`src/rtl/cla_shift_mult_pkg.sv`:
```
// mult_pkg: shared widths and FSM state encoding for the shift-and-add multiplier.
package mult_pkg;
    localparam int OP_W   = 8;
    localparam int PROD_W = 16;
    localparam int CNT_W  = 3;
    localparam logic [1:0] ST_IDLE = 2'd0;
    localparam logic [1:0] ST_RUN  = 2'd1;
    localparam logic [1:0] ST_DONE = 2'd2;
    typedef enum logic [1:0] {IDLE = ST_IDLE, RUN = ST_RUN, DONE = ST_DONE} state_t;
endpackage

```
`src/rtl/cla_shift_mult_if.sv`:
```
// cla_shift_mult_if: operand/result valid-ready bundle of the multiplier.
interface cla_shift_mult_if;
    import mult_pkg::*;
    logic              in_valid, in_ready, out_valid, out_ready, busy;
    logic [OP_W-1:0]   a, b;
    logic [PROD_W-1:0] product;
    modport slave  (input in_valid, a, b, out_ready, output in_ready, out_valid, product, busy);
    modport master (output in_valid, a, b, out_ready, input in_ready, out_valid, product, busy);
endinterface

```
`src/rtl/cla_shift_mult_adder.sv`:
```
// CLA_16bit_ripple: four 4-bit carry-lookahead groups with the group carry rippled between them.
module CLA_16bit_ripple (
    input  logic [15:0] a,
    input  logic [15:0] b,
    input  logic        cin,
    output logic [15:0] sum,
    output logic        cout
);
    logic [4:0] c;
    assign c[0] = cin;
    for (genvar i = 0; i < 4; i++) begin : grp
        logic [3:0] g, p;
        logic [4:0] cc;
        assign g = a[4*i +: 4] & b[4*i +: 4];
        assign p = a[4*i +: 4] ^ b[4*i +: 4];
        assign cc[0] = c[i];
        assign cc[1] = g[0] | (p[0] & cc[0]);
        assign cc[2] = g[1] | (p[1] & g[0]) | (p[1] & p[0] & cc[0]);
        assign cc[3] = g[2] | (p[2] & g[1]) | (p[2] & p[1] & g[0]) | (p[2] & p[1] & p[0] & cc[0]);
        assign cc[4] = g[3] | (p[3] & g[2]) | (p[3] & p[2] & g[1]) | (p[3] & p[2] & p[1] & g[0])
                     | (p[3] & p[2] & p[1] & p[0] & cc[0]);
        assign sum[4*i +: 4] = p ^ cc[3:0];
        assign c[i+1] = cc[4];
    end
    assign cout = c[4];
endmodule

```
`src/rtl/cla_shift_mult.sv`:
```
// cla_shift_mult: sequential 8x8 unsigned shift-and-add multiplier using one 16-bit CLA adder.
module cla_shift_mult
    import mult_pkg::*;
#(
    parameter bit EARLY_EXIT = 1'b0
) (
    input  logic clk,
    input  logic rst_n,
    cla_shift_mult_if.slave bus
);
    state_t            state_q, state_d;
    logic [PROD_W-1:0] mcand_q, mcand_d, acc_q, acc_d, product_q, product_d, add_b, sum;
    logic [OP_W-1:0]   mplier_q, mplier_d;
    logic [CNT_W-1:0]  count_q, count_d;
    logic              out_valid_q, out_valid_d, busy_q, busy_d, last, cout_unused;

    assign add_b = mplier_q[0] ? mcand_q : '0;
    CLA_16bit_ripple u_add (.a(acc_q), .b(add_b), .cin(1'b0), .sum(sum), .cout(cout_unused));

    // Early exit looks at the multiplier as it will be after this cycle's shift.
    assign last = (&count_q) || (EARLY_EXIT && mplier_q[OP_W-1:1] == '0);

    assign bus.in_ready  = (state_q == IDLE);
    assign bus.out_valid = out_valid_q;
    assign bus.product   = product_q;
    assign bus.busy      = busy_q;

    always_comb begin
        state_d     = state_q;
        mcand_d     = mcand_q;
        mplier_d    = mplier_q;
        acc_d       = acc_q;
        count_d     = count_q;
        product_d   = product_q;
        out_valid_d = out_valid_q;
        busy_d      = busy_q;
        case (state_q)
            IDLE: if (bus.in_valid) begin
                mcand_d  = {{(PROD_W-OP_W){1'b0}}, bus.a};
                mplier_d = bus.b;
                acc_d    = '0;
                count_d  = '0;
                busy_d   = 1'b1;
                state_d  = RUN;
            end
            RUN: begin
                acc_d    = sum;
                mcand_d  = mcand_q << 1;
                mplier_d = mplier_q >> 1;
                count_d  = count_q + 1'b1;
                if (last) begin
                    product_d   = sum;
                    out_valid_d = 1'b1;
                    state_d     = DONE;
                end
            end
            DONE: if (bus.out_ready) begin
                out_valid_d = 1'b0;
                busy_d      = 1'b0;
                state_d     = IDLE;
            end
            default: state_d = IDLE;
        endcase
    end

    always_ff @(posedge clk or negedge rst_n) begin
        if (!rst_n) begin
            state_q     <= IDLE;
            mcand_q     <= '0;
            mplier_q    <= '0;
            acc_q       <= '0;
            count_q     <= '0;
            product_q   <= '0;
            out_valid_q <= 1'b0;
            busy_q      <= 1'b0;
        end else begin
            state_q     <= state_d;
            mcand_q     <= mcand_d;
            mplier_q    <= mplier_d;
            acc_q       <= acc_d;
            count_q     <= count_d;
            product_q   <= product_d;
            out_valid_q <= out_valid_d;
            busy_q      <= busy_d;
        end
    end
endmodule
```
`src/flat_wrapper.sv`:
```
// flat-port wrapper written by rule: the top's interface ports become plain ports
module cla_shift_mult_flat import mult_pkg::*;
#(
    parameter bit EARLY_EXIT = 1'b0
)
  (clk, rst_n, bus_in_valid, bus_a, bus_b, bus_out_ready, bus_in_ready, bus_out_valid, bus_product, bus_busy);
  cla_shift_mult_if bus_i ();
  input  logic clk;
  input  logic rst_n;
  input wire logic [$bits(bus_i.in_valid)-1:0] bus_in_valid;
  input wire logic [$bits(bus_i.a)-1:0] bus_a;
  input wire logic [$bits(bus_i.b)-1:0] bus_b;
  input wire logic [$bits(bus_i.out_ready)-1:0] bus_out_ready;
  output wire logic [$bits(bus_i.in_ready)-1:0] bus_in_ready;
  output wire logic [$bits(bus_i.out_valid)-1:0] bus_out_valid;
  output wire logic [$bits(bus_i.product)-1:0] bus_product;
  output wire logic [$bits(bus_i.busy)-1:0] bus_busy;
  assign bus_i.in_valid = bus_in_valid;
  assign bus_i.a = bus_a;
  assign bus_i.b = bus_b;
  assign bus_i.out_ready = bus_out_ready;
  assign bus_in_ready = bus_i.in_ready;
  assign bus_out_valid = bus_i.out_valid;
  assign bus_product = bus_i.product;
  assign bus_busy = bus_i.busy;
  cla_shift_mult #(.EARLY_EXIT(EARLY_EXIT)) u_core (.clk(clk), .rst_n(rst_n), .bus(bus_i));
endmodule
```
`config.mk`:
```
export PLATFORM = sky130hd
export DESIGN_NAME = cla_shift_mult_flat
export DESIGN_NICKNAME = d
export VERILOG_FILES = /design/src/rtl/cla_shift_mult_pkg.sv /design/src/rtl/cla_shift_mult_if.sv /design/src/rtl/cla_shift_mult_adder.sv /design/src/rtl/cla_shift_mult.sv /design/src/flat_wrapper.sv
export SDC_FILE = /design/constraint.sdc
export NUM_CORES = 1
export LEC_CHECK = 0
export BUFFER_PORTS_ARGS = -buffer_cell sky130_fd_sc_hd__buf_2
export CAP_MARGIN = 20
export CORE_MARGIN = 1.5
export CORE_UTILIZATION = 61
export CTS_CLUSTER_SIZE = 40
export DETAILED_ROUTE_END_ITERATION = 8
export PLACE_DENSITY = 0.83
export SYNTH_ARGS = -nofsm -noshare
export SYNTH_HDL_FRONTEND = slang
export SYNTH_SLANG_ARGS = --single-unit
```
`constraint.sdc`:
```
create_clock -name clk -period 6.7 [get_ports clk]
set_input_delay 1.005 -clock clk [delete_from_list [all_inputs] [get_ports clk]]
set_output_delay 1.005 -clock clk [all_outputs]
set_load 0.02 [all_outputs]
```
* Word-level counts from Yosys, hierarchy flattened
Cells that the tools add are included.
** Cells by class
- Equality and inequality tests :: 5
- Add/subtract/negate cells :: 1
- Multiplexer cells :: 18
- Reductions and logical operators :: 10
- Bitwise gates (word level) :: 94
** Operators by type and width (number)
- one-hot mux 16 bit (2 select lines) :: 2
- bitwise AND 1 bit :: 50
- two-way mux 16 bit :: 3
- OR 1 bit :: 32
- bitwise XOR 4 bit :: 8
- one-hot mux 8 bit (2 select lines) :: 1
- bitwise AND 4 bit :: 3
- AND reduction 3 bit :: 4
- two-way mux 8 bit :: 1
- two-way mux 2 bit :: 3
- one-hot mux 2 bit (3 select lines) :: 1
- one-hot mux 3 bit (2 select lines) :: 1
- nonzero test 2 bit :: 3
- != test 2 bit, second input constant :: 2
- one-hot mux 1 bit (2 select lines) :: 2
- AND reduction 4 bit :: 1
- adder 3 x 1 -> 3 bit, second input constant :: 1
- bitwise AND 3 bit :: 1
- two-way mux 1 bit :: 3
- two-way mux 3 bit :: 1
- == test 2 x 1 -> 1 bit, second input constant :: 1
- == test 2 bit, second input constant :: 1
- logical NOT 2 bit :: 1
- != test 2 x 1 -> 1 bit, second input constant :: 1
- AND reduction 2 bit :: 1
** Storage, ports and cells
- Bits in registers :: 63
- Logic and storage cells :: 136

* Longest topological paths before layout
Gate-level depths: netlist (run 1).
- Word-level depth :: 14
- Gate-level depth with buffers :: 12
- Gate-level depth less buffers :: 11

* Cells and area by module
From an unflattened synthesis (run 1), not the netlist that was laid out.
** Second synthesis, totals
- Cells, all modules :: 318
- Area, all modules :: 3472.1 um^2
** By module, submodules not included
- cla_shift_mult :: seq. area each 1576.5 um^2, instances 1, cells each 220, area each 2667.6 um^2
- CLA_16bit_ripple :: seq. area each 0.0 um^2, instances 1, cells each 98, area each 804.5 um^2

* Worst setup path before layout (run 1)
No wires, ideal clock.
- Path type :: reg-to-reg
- Start :: reg u_core.mplier_q[0]
- End :: reg u_core.acc_q[12]
- Setup time :: 0.121 ns
- Data required time :: 6.579 ns
- Slack :: 3.910 ns
- Path buffers :: 1
- Stages on the path, launching flop included :: 12
- Arrival time :: 2.669 ns
- Cell sequence :: dfrtp_1 -> clkbuf_1 -> nand2_1 -> inv_1 -> ha_1 -> nand4_1 -> o211a_1 -> or4_4 -> and2_2 -> inv_1 -> fa_1 -> a22o_1
** Between the ends
- Word-level cells in the longest chain between the ends :: 12
- Elaborated cells between the ends (all ways) :: 40
** Ends and longest elaborated chain
- from (decl) :: line cla_shift_mult.sv:13 : logic [OP_W-1:0] mplier_q, mplier_d;
- from (signal assigned) :: line cla_shift_mult.sv:79 : mplier_q <= mplier_d;
- two-way mux 16 bit (*) :: line cla_shift_mult.sv:17 : assign add_b = mplier_q[0] ? mcand_q : '0;
- bitwise XOR 4 bit / bitwise AND 4 bit (equally long branches) :: line cla_shift_mult_adder.sv:15, cla_shift_mult_adder.sv:14
- bitwise AND 1 bit (on tied branches)
- OR 1 bit (tied with other cells) :: line cla_shift_mult_adder.sv:20 : assign cc[4] = g[3] | (p[3] & g[2]) | (p[3] & p[2] & g[1]) | (p[3] & p[2] & p[1] & g[0])
- OR 1 bit / bitwise AND 1 bit (equally long branches) :: line cla_shift_mult_adder.sv:20
- OR 1 bit :: line cla_shift_mult_adder.sv:20
- bitwise AND 1 bit :: line cla_shift_mult_adder.sv:21 : | (p[3] & p[2] & p[1] & p[0] & cc[0]);
- OR 1 bit :: line cla_shift_mult_adder.sv:21
- bitwise AND 1 bit :: line cla_shift_mult_adder.sv:21
- OR 1 bit :: line cla_shift_mult_adder.sv:21
- bitwise XOR 4 bit (*) :: line cla_shift_mult_adder.sv:22 : assign sum[4*i +: 4] = p ^ cc[3:0];
- named net u_core.sum[12] :: line cla_shift_mult.sv:12 : logic [PROD_W-1:0] mcand_q, mcand_d, acc_q, acc_d, product_q, product_d, add_b, sum;
- one-hot mux 16 bit (2 select lines) (*) :: line cla_shift_mult.sv:37 : case (state_q)
- to (signal assigned) :: line cla_shift_mult.sv:71 : acc_q <= '0;
- to (signal assigned) :: line cla_shift_mult.sv:80 : acc_q <= acc_d;
- to (decl) :: line cla_shift_mult.sv:12
Mark *: on every way through the listed nets, which the timed path passes. The rest lies on a longest branch.
A chain may end at the register's enable or synchronous reset.

* Worst setup path after layout (run 1)
Ends and elaborated chain as after synthesis.

==> impl_metrics.yaml, run 1 <==
status:
  status: "finished clean"
yosys:
  avgSynthCellArea_um2: 10.20
  ys_ff_latch: 63
  synth-edff-count: 0
  synthCells: 326
  synthDistinctLibCells: 48
  synth_area_mm2: 0.003324
  yosysSeqAreaShare: 0.4742
  yosysWarnings: 0
  synth_nets: 367
  async_flop_share: 1.000
  synth-main-ff-cell: "dfrtp_1"
job:
  max_cap_violations: 0
final_layout:
  n_antenna_cell: 0
  nNetsFinal: 402
  final_area_mm2: 0.003750
  syn_to_final_growth_pct: 12.80
  final_common_cell: "dfrtp_1"
  layout_common_cells: "dfrtp_1, nand2_1, buf_2"
  multi_input_area_mm2: 0.001622
  fillers: 390
  final_cells: 436
  final-seq-area_mm2: 0.001577
  drive_gt1_frac: 0.1940
floorplanning:
  io_pins: 39
  std_cell_rows: 26
  initial_core_util: 0.6427
  die_h_um: 76.83
  coreArea_mm2: 0.005172
  dieArea_mm2: 0.005902
  dieWidth_um: 76.83
pwr:
  switching_share: 0.3807
  seqPwrFrac: 0.410
  p_int_w: 0.0009803
  pwr-share-comb: 0.365
  clock_power_share: 0.224
  max-vdd-ir-drop_mv: 0.2320
  p_per_area_mw_per_mm2: 422.1
  p_leak_nw: 1.843
  p_sw_w: 0.0006026
clock_network:
  numCtsBuffers: 9
  post_cts_resized: 0
  htreeDepth: 3
  cts_tree: "built"
  clk_pin_slew_ps: 70
  clockBufferDepth: 2
  postCtsHoldBufs: 0
  cts_num_sinks: 63
  cts-root-buf: "clkbuf_8"
  postCtsSetupBuffers: 0
  clk_latency_ps: 350
routing:
  vias: 2512
  final_antenna_net_count: 0
  drt-wirelength-per-cell_um: 15.47
  drc: 0
  drtIter0Drc: 148
  drt_first_pass_iters: 5
  wl_um: 6744
  routed_via_density: 5.761
setup_path:
  cp.arrival_ps: 3310
  worst-path-buf-inv: 1
  cp_max_fo: 18
  max_stage_delay_ps: 540
  crit_chain: "and2_1, ha_1, nand4_1, o211a_1, or4_4, and2_2, inv_1, fa_1, a22o_1"
  cp_slowest_cell: "dfrtp_1"
  worstSetupEndpointType: "flip-flop"
  critPathKind: "flip-flop to flip-flop"
  worst_ep_required_time_ps: 6940
  path_delay_family: "simple AND/OR/NAND/NOR gates"
  start_kind: "flip-flop"
global_routing:
  grt_antenna_before_repair: 0
  grt_pass1_vias: 2508
  grt_use_total: 0.2568
  grt_first_pass_wirelength_um: 11760
  grt_overflow: 0
  grt_start_max_net_pins: 64
placement:
  place_inst: 420
  port_buffers: 38
  dp_hpwl_um: 4543
  placed_cell_area_mm2: 0.003543
  place.gp.congestion: 0.8968
timing:
  whs_ps: 468.4
  max_slew_margin: 0.3130
  clock_skew_ps: 9.723
  tns_ps: 0
  period_needed_ps: 3072
  drv_slew: 0
  finalCritPeriodShare: 0.4585
  hold_viol_final: 0
  worst_pin_slew_ps: 1027
  rsz0062_at_grt: "false"
  setup_viol: 0
  fmax_mhz: 325.5
worst_hold_path:
  hp-class: "flip-flop to flip-flop"
## registers in the layout, summed over array words and instances, names as in the netlist
| register | cells |
|---|---|
| u_core.acc_q | 16 |
| u_core.count_q | 3 |
| u_core.state_q | 2 |
| u_core.mcand_q | 16 |
| u_core.bus.product | 16 |
| u_core.bus.out_valid | 1 |
| u_core.mplier_q | 8 |
| u_core.bus.busy | 1 |
## through the flow
step	total power, W	worst slack, ps	utilization
5_1_grt	0.001692	3492	0.7250
4_1_cts	0.001592	3632	0.7250
3_5_place_dp	0.001230	3649	0.6851
6_report	0.001583	3628	0.7250
2_1_floorplan	0.001070	3910	-
3_3_place_gp	0.001200	3758	0.6851
## synth_stat cells (2+ instances only)
library cell / count / share of area
nor2b_1: 10 / 0.019
nand3_1: 2 / 0.0030
a32o_1: 2 / 0.0060
o211ai_1: 2 / 0.0045
ha_1: 17 / 0.064
and2_1: 16 / 0.030
a21o_2: 2 / 0.0053
xor2_1: 5 / 0.013
fa_1: 4 / 0.024
a211oi_1: 2 / 0.0045
o21ai_1: 2 / 0.0030
nor2_1: 10 / 0.011
a21o_1: 2 / 0.0045
a22oi_1: 13 / 0.029
nand2_1: 44 / 0.050
mux2_2: 5 / 0.017
a31oi_1: 2 / 0.0038
nand4_1: 2 / 0.0038
xnor2_1: 5 / 0.013
o21ai_0: 27 / 0.041
clkbuf_1: 15 / 0.017
a22o_1: 20 / 0.053
dfrtp_1: 63 / 0.47
inv_1: 12 / 0.014
a21oi_1: 18 / 0.027
o21bai_1: 2 / 0.0045
## path summary, 6_finish.rpt
check / start / endpoint / slack (ps) / cells after the start
worst max register to register: u_core.mplier_q[0]$_DFFE_PN0P_ / u_core.acc_q[12]$_DFFE_PN0P_ / 3630 / 9
worst min register to register: u_core.bus.product[12]$_DFFE_PN0P_ / u_core.bus.product[12]$_DFFE_PN0P_ / 470 / 2
max in group asynchronous: rst_n / u_core.mcand_q[13]$_DFFE_PN0P_ / 5390 / 2
min in group asynchronous: rst_n / u_core.bus.product[12]$_DFFE_PN0P_ / 800 / 2
worst max-delay path: u_core.mplier_q[0]$_DFFE_PN0P_ / u_core.acc_q[12]$_DFFE_PN0P_ / 3630 / 9
worst min-delay path: u_core.bus.product[12]$_DFFE_PN0P_ / u_core.bus.product[12]$_DFFE_PN0P_ / 470 / 2
## routing by layer
| metal | vias to the layer above | share of wire | track usage |
|---|---|---|---|
| met2 | 72 | 0.48 | 0.3876 |
| met1 | 1211 | 0.46 | 0.3510 |
| met3 | 8 | 0.054 | 0.08571 |
| met5 | - | 0 | 0 |
| met4 | 0 | 0.011 | 0.08148 |
| li1 | 1221 | - | - |
## final cells by class
type	instances	share of cell area
clock buffers	13	0.03704
clock inverters	3	0.01802
inverters	12	0.01201
multi-input cells	234	0.4324
flip-flops and latches	63	0.4204
well taps	70	0.02336
repair buffers	41	0.05672
## power groups by stage
stage                     sequential [W]  clock (W)  combinational (W)
after global placement          0.000646          0           0.000555
after CTS                       0.000649   0.000363           0.000581
after global routing            0.000672   0.000377           0.000643
after floorplan                 0.000657          0           0.000413
after detailed placement        0.000653          0           0.000577
final                           0.000650   0.000355           0.000578
## cells by family after synthesis
| logic type | synth area share |
|---|---|
| DFF | 0.4742 |
| buffers and inverters | 0.03801 |
| xor gates and xnor gates | 0.02634 |
| AOI/OAI and AO/OA | 0.2205 |
| and+or+nand+nor | 0.1359 |
| muxes | 0.01694 |
| adders and majority gates | 0.08807 |
## tightest hold or removal path: cells and delay by family (launching register included)
| family | cells | cell delay (ps) |
|---|---|---|
| and+or+nand+nor | 2 | 100 |
| DFF | 1 | 340 |
Note: power is estimated with default switching activity, not from simulation.
==> inputs of run 2 (changes only) <==
--- a/config.mk
+++ b/config.mk
@@ -5,13 +5,14 @@
 export SDC_FILE = /design/constraint.sdc
 export NUM_CORES = 1
 export LEC_CHECK = 0
+export ABC_AREA = 1
 export BUFFER_PORTS_ARGS = -buffer_cell sky130_fd_sc_hd__buf_2
 export CAP_MARGIN = 20
 export CORE_MARGIN = 1.5
-export CORE_UTILIZATION = 61
+export CORE_UTILIZATION = 52
 export CTS_CLUSTER_SIZE = 40
 export DETAILED_ROUTE_END_ITERATION = 8
-export PLACE_DENSITY = 0.83
+export PLACE_DENSITY = 0.75
 export SYNTH_ARGS = -nofsm -noshare
 export SYNTH_HDL_FRONTEND = slang
 export SYNTH_SLANG_ARGS = --single-unit
==> constraint.sdc (replaced) <==
create_clock -name clk -period 2.6 [get_ports clk]
set_input_delay 0.39 -clock clk [delete_from_list [all_inputs] [get_ports clk]]
set_output_delay 0.39 -clock clk [all_outputs]
set_load 0.02 [all_outputs]
==> impl_metrics.yaml, run 2 <==
final_layout:
  layout_common_cells: "nand2_1, dfrtp_1, inv_1"
  drive_gt1_frac: 0.1797
  n_antenna_cell: 0
  fillers: 499
  final_cells: 498
  nNetsFinal: 459
  final_common_cell: "nand2_1"
  syn_to_final_growth_pct: 16.45
routing:
  drt-wirelength-per-cell_um: 13.73
  vias: 2622
  top_layer: "met4"
  drt_first_pass_iters: 4
  routed-wl-met2_um: 3214
  wl_um: 6837
  drc: 0
  routed_via_density: 5.265
  wl_met1_um: 3208
  final_antenna_net_count: 0
  drtIter0Drc: 147
  wl_met3_um: 241
yosys:
  avgSynthCellArea_um2: 8.718
  ys_ff_latch: 63
  synthDistinctLibCells: 33
  synth_most_common_cell: "nand2_1"
  yosysSeqAreaShare: 0.4888
  synth-main-ff-cell: "dfrtp_1"
  synth_top_area_frac: 0.4888
  synth_area_mm2: 0.003226
  synth_nets: 411
  synth-edff-count: 0
  synthCells: 370
  yosysWarnings: 0
  yosys-top-cells-count: "nand2_1, dfrtp_1, inv_1"
  async_flop_share: 1.000
  synth_top_area_cell: "dfrtp_1"
  synth.area.top_cells: "dfrtp_1, nand2_1, ha_1"
clock_network:
  clockBufferDepth: 2
  numCtsBuffers: 9
  clk_pin_slew_ps: 70
  htreeDepth: 3
  cts_tree: "built"
  cts-root-buf: "clkbuf_8"
  clk_latency_ps: 350
  cts_num_sinks: 63
  postCtsHoldBufs: 0
setup_path:
  start_kind: "flip-flop"
  critPathKind: "flip-flop to flip-flop"
  worstSetupEndpointType: "flip-flop"
  worst_ep_required_time_ps: 2830
  cp.arrival_ps: 2690
  cp_max_fo: 7
pwr:
  max-vdd-ir-drop_mv: 0.5941
  p_per_area_mw_per_mm2: 1268
  p_leak_nw: 2.024
timing:
  clock_skew_ps: 7.985
  rsz0062_at_grt: "false"
  setup_viol: 0
  max_slew_margin: 0.6336
  worst_pin_slew_ps: 547.6
  hold_viol_final: 0
  tns_ps: 0
  finalCritPeriodShare: 0.9440
  drv_slew: 0
  fmax_mhz: 407.4
  period_needed_ps: 2454
placement:
  port_buffers: 38
  place_inst: 478
  place.gp.congestion: 0.8936
  dp_hpwl_um: 4702
worst_hold_path:
  hp-class: "primary input to async pin"
global_routing:
  grt_pass1_vias: 2645
  grt_first_pass_wirelength_um: 11790
  grt_overflow: 0
  grt_use_total: 0.2347
  grt_start_max_net_pins: 30
  grt_antenna_before_repair: 0
job:
  max_cap_violations: 0
floorplanning:
  io_pins: 39
  initial_core_util: 0.5416
  coreArea_mm2: 0.005956
  dieWidth_um: 81.76
  dieArea_mm2: 0.006685
  std_cell_rows: 28
  die_h_um: 81.76
status:
  status: "finished clean"
## run 2: path summary, 6_finish.rpt
kind                                                   start  slack [ps]  cells after the start                                end
max in group asynchronous                              rst_n        1870                      2       u_core.acc_q[15]$_DFFE_PN0P_
min                                                    rst_n          10                      1      u_core.mcand_q[4]$_DFFE_PN0P_
max                           u_core.mplier_q[0]$_DFFE_PN0P_         150                     13       u_core.acc_q[13]$_DFFE_PN0P_
min reg2reg                u_core.bus.product[4]$_DFFE_PN0P_         480                      2  u_core.bus.product[4]$_DFFE_PN0P_
max reg2reg                   u_core.mplier_q[0]$_DFFE_PN0P_         150                     13       u_core.acc_q[13]$_DFFE_PN0P_
min in group clk                               bus_out_ready         230                      2      u_core.state_q[1]$_DFFE_PN0P_
## run 2: metal layers
layer,vias up,track usage
li1,1303,-
met1,1260,0.3016
met2,43,0.3795
met3,16,0.05778
met4,0,0.09492
met5,-,0
## run 2: cell families (layout without fill, tap and decap cells)
logic type,Yosys count,after routing,share of synthesized area
AND/OR/NAND/NOR,154,154,0.2021
AO/OA/AOI/OAI,68,68,0.1257
flip-flops,63,63,0.4888
buffers and inverters,57,110,0.07370
adder cells (fa/ha/maj),21,21,0.09077
XOR/XNOR,7,7,0.01901
## run 2: through the flow
step | worst slack [ps] | cell area [um^2] | hold WS [ps] | util | power, W
3_5_place_dp | 53.20 | 3497 | 386.2 | 0.5872 | 0.003821
6_report | 145.6 | 3756 | 10.33 | 0.6307 | 0.004763
5_1_grt | 5.033 | 3756 | 25.32 | 0.6307 | 0.005177
2_1_floorplan | 26.14 | 3226 | 94.41 | - | 0.003245
4_1_cts | 48.54 | 3687 | 12.56 | 0.6191 | 0.004668
3_3_place_gp | 122.9 | 3497 | 382.5 | 0.5872 | 0.003718
## run 2: final cells by class
class | count | area (um^2) | area share
timing repair buffer | 50 | 277.8 | 0.07395
tap | 75 | 93.84 | 0.02498
clock buffer | 11 | 131.4 | 0.03498
multi-input combinational | 250 | 1451 | 0.3864
inverter | 44 | 165.2 | 0.04397
sequential | 63 | 1578 | 0.4201
clock inverter | 5 | 58.81 | 0.01566
## run 2: report_power, final
| group | switching (W) | total [W] | internal (W) |
|---|---|---|---|
| Sequential | 0.000287 | 0.00169 | 0.00141 |
| Combinational | 0.00134 | 0.00223 | 0.000892 |
| Clock | 0.000396 | 0.000839 | 0.000443 |
## run 2: critical path: stages, from the launching register on
cell	delay (ps)
dfrtp_2	450
clkbuf_2	170
nand2_2	110
inv_1	50
ha_1	310
nand4_1	90
nand2_1	80
nand2_1	60
nand2_1	80
nand2_1	90
nand2_2	80
fa_1	410
xor2_1	180
a22o_1	210
## run 2: timing repair
action	in CTS	in global routing
resized for setup	0	5
setup endpoints to repair	0	6
setup buffers	0	4
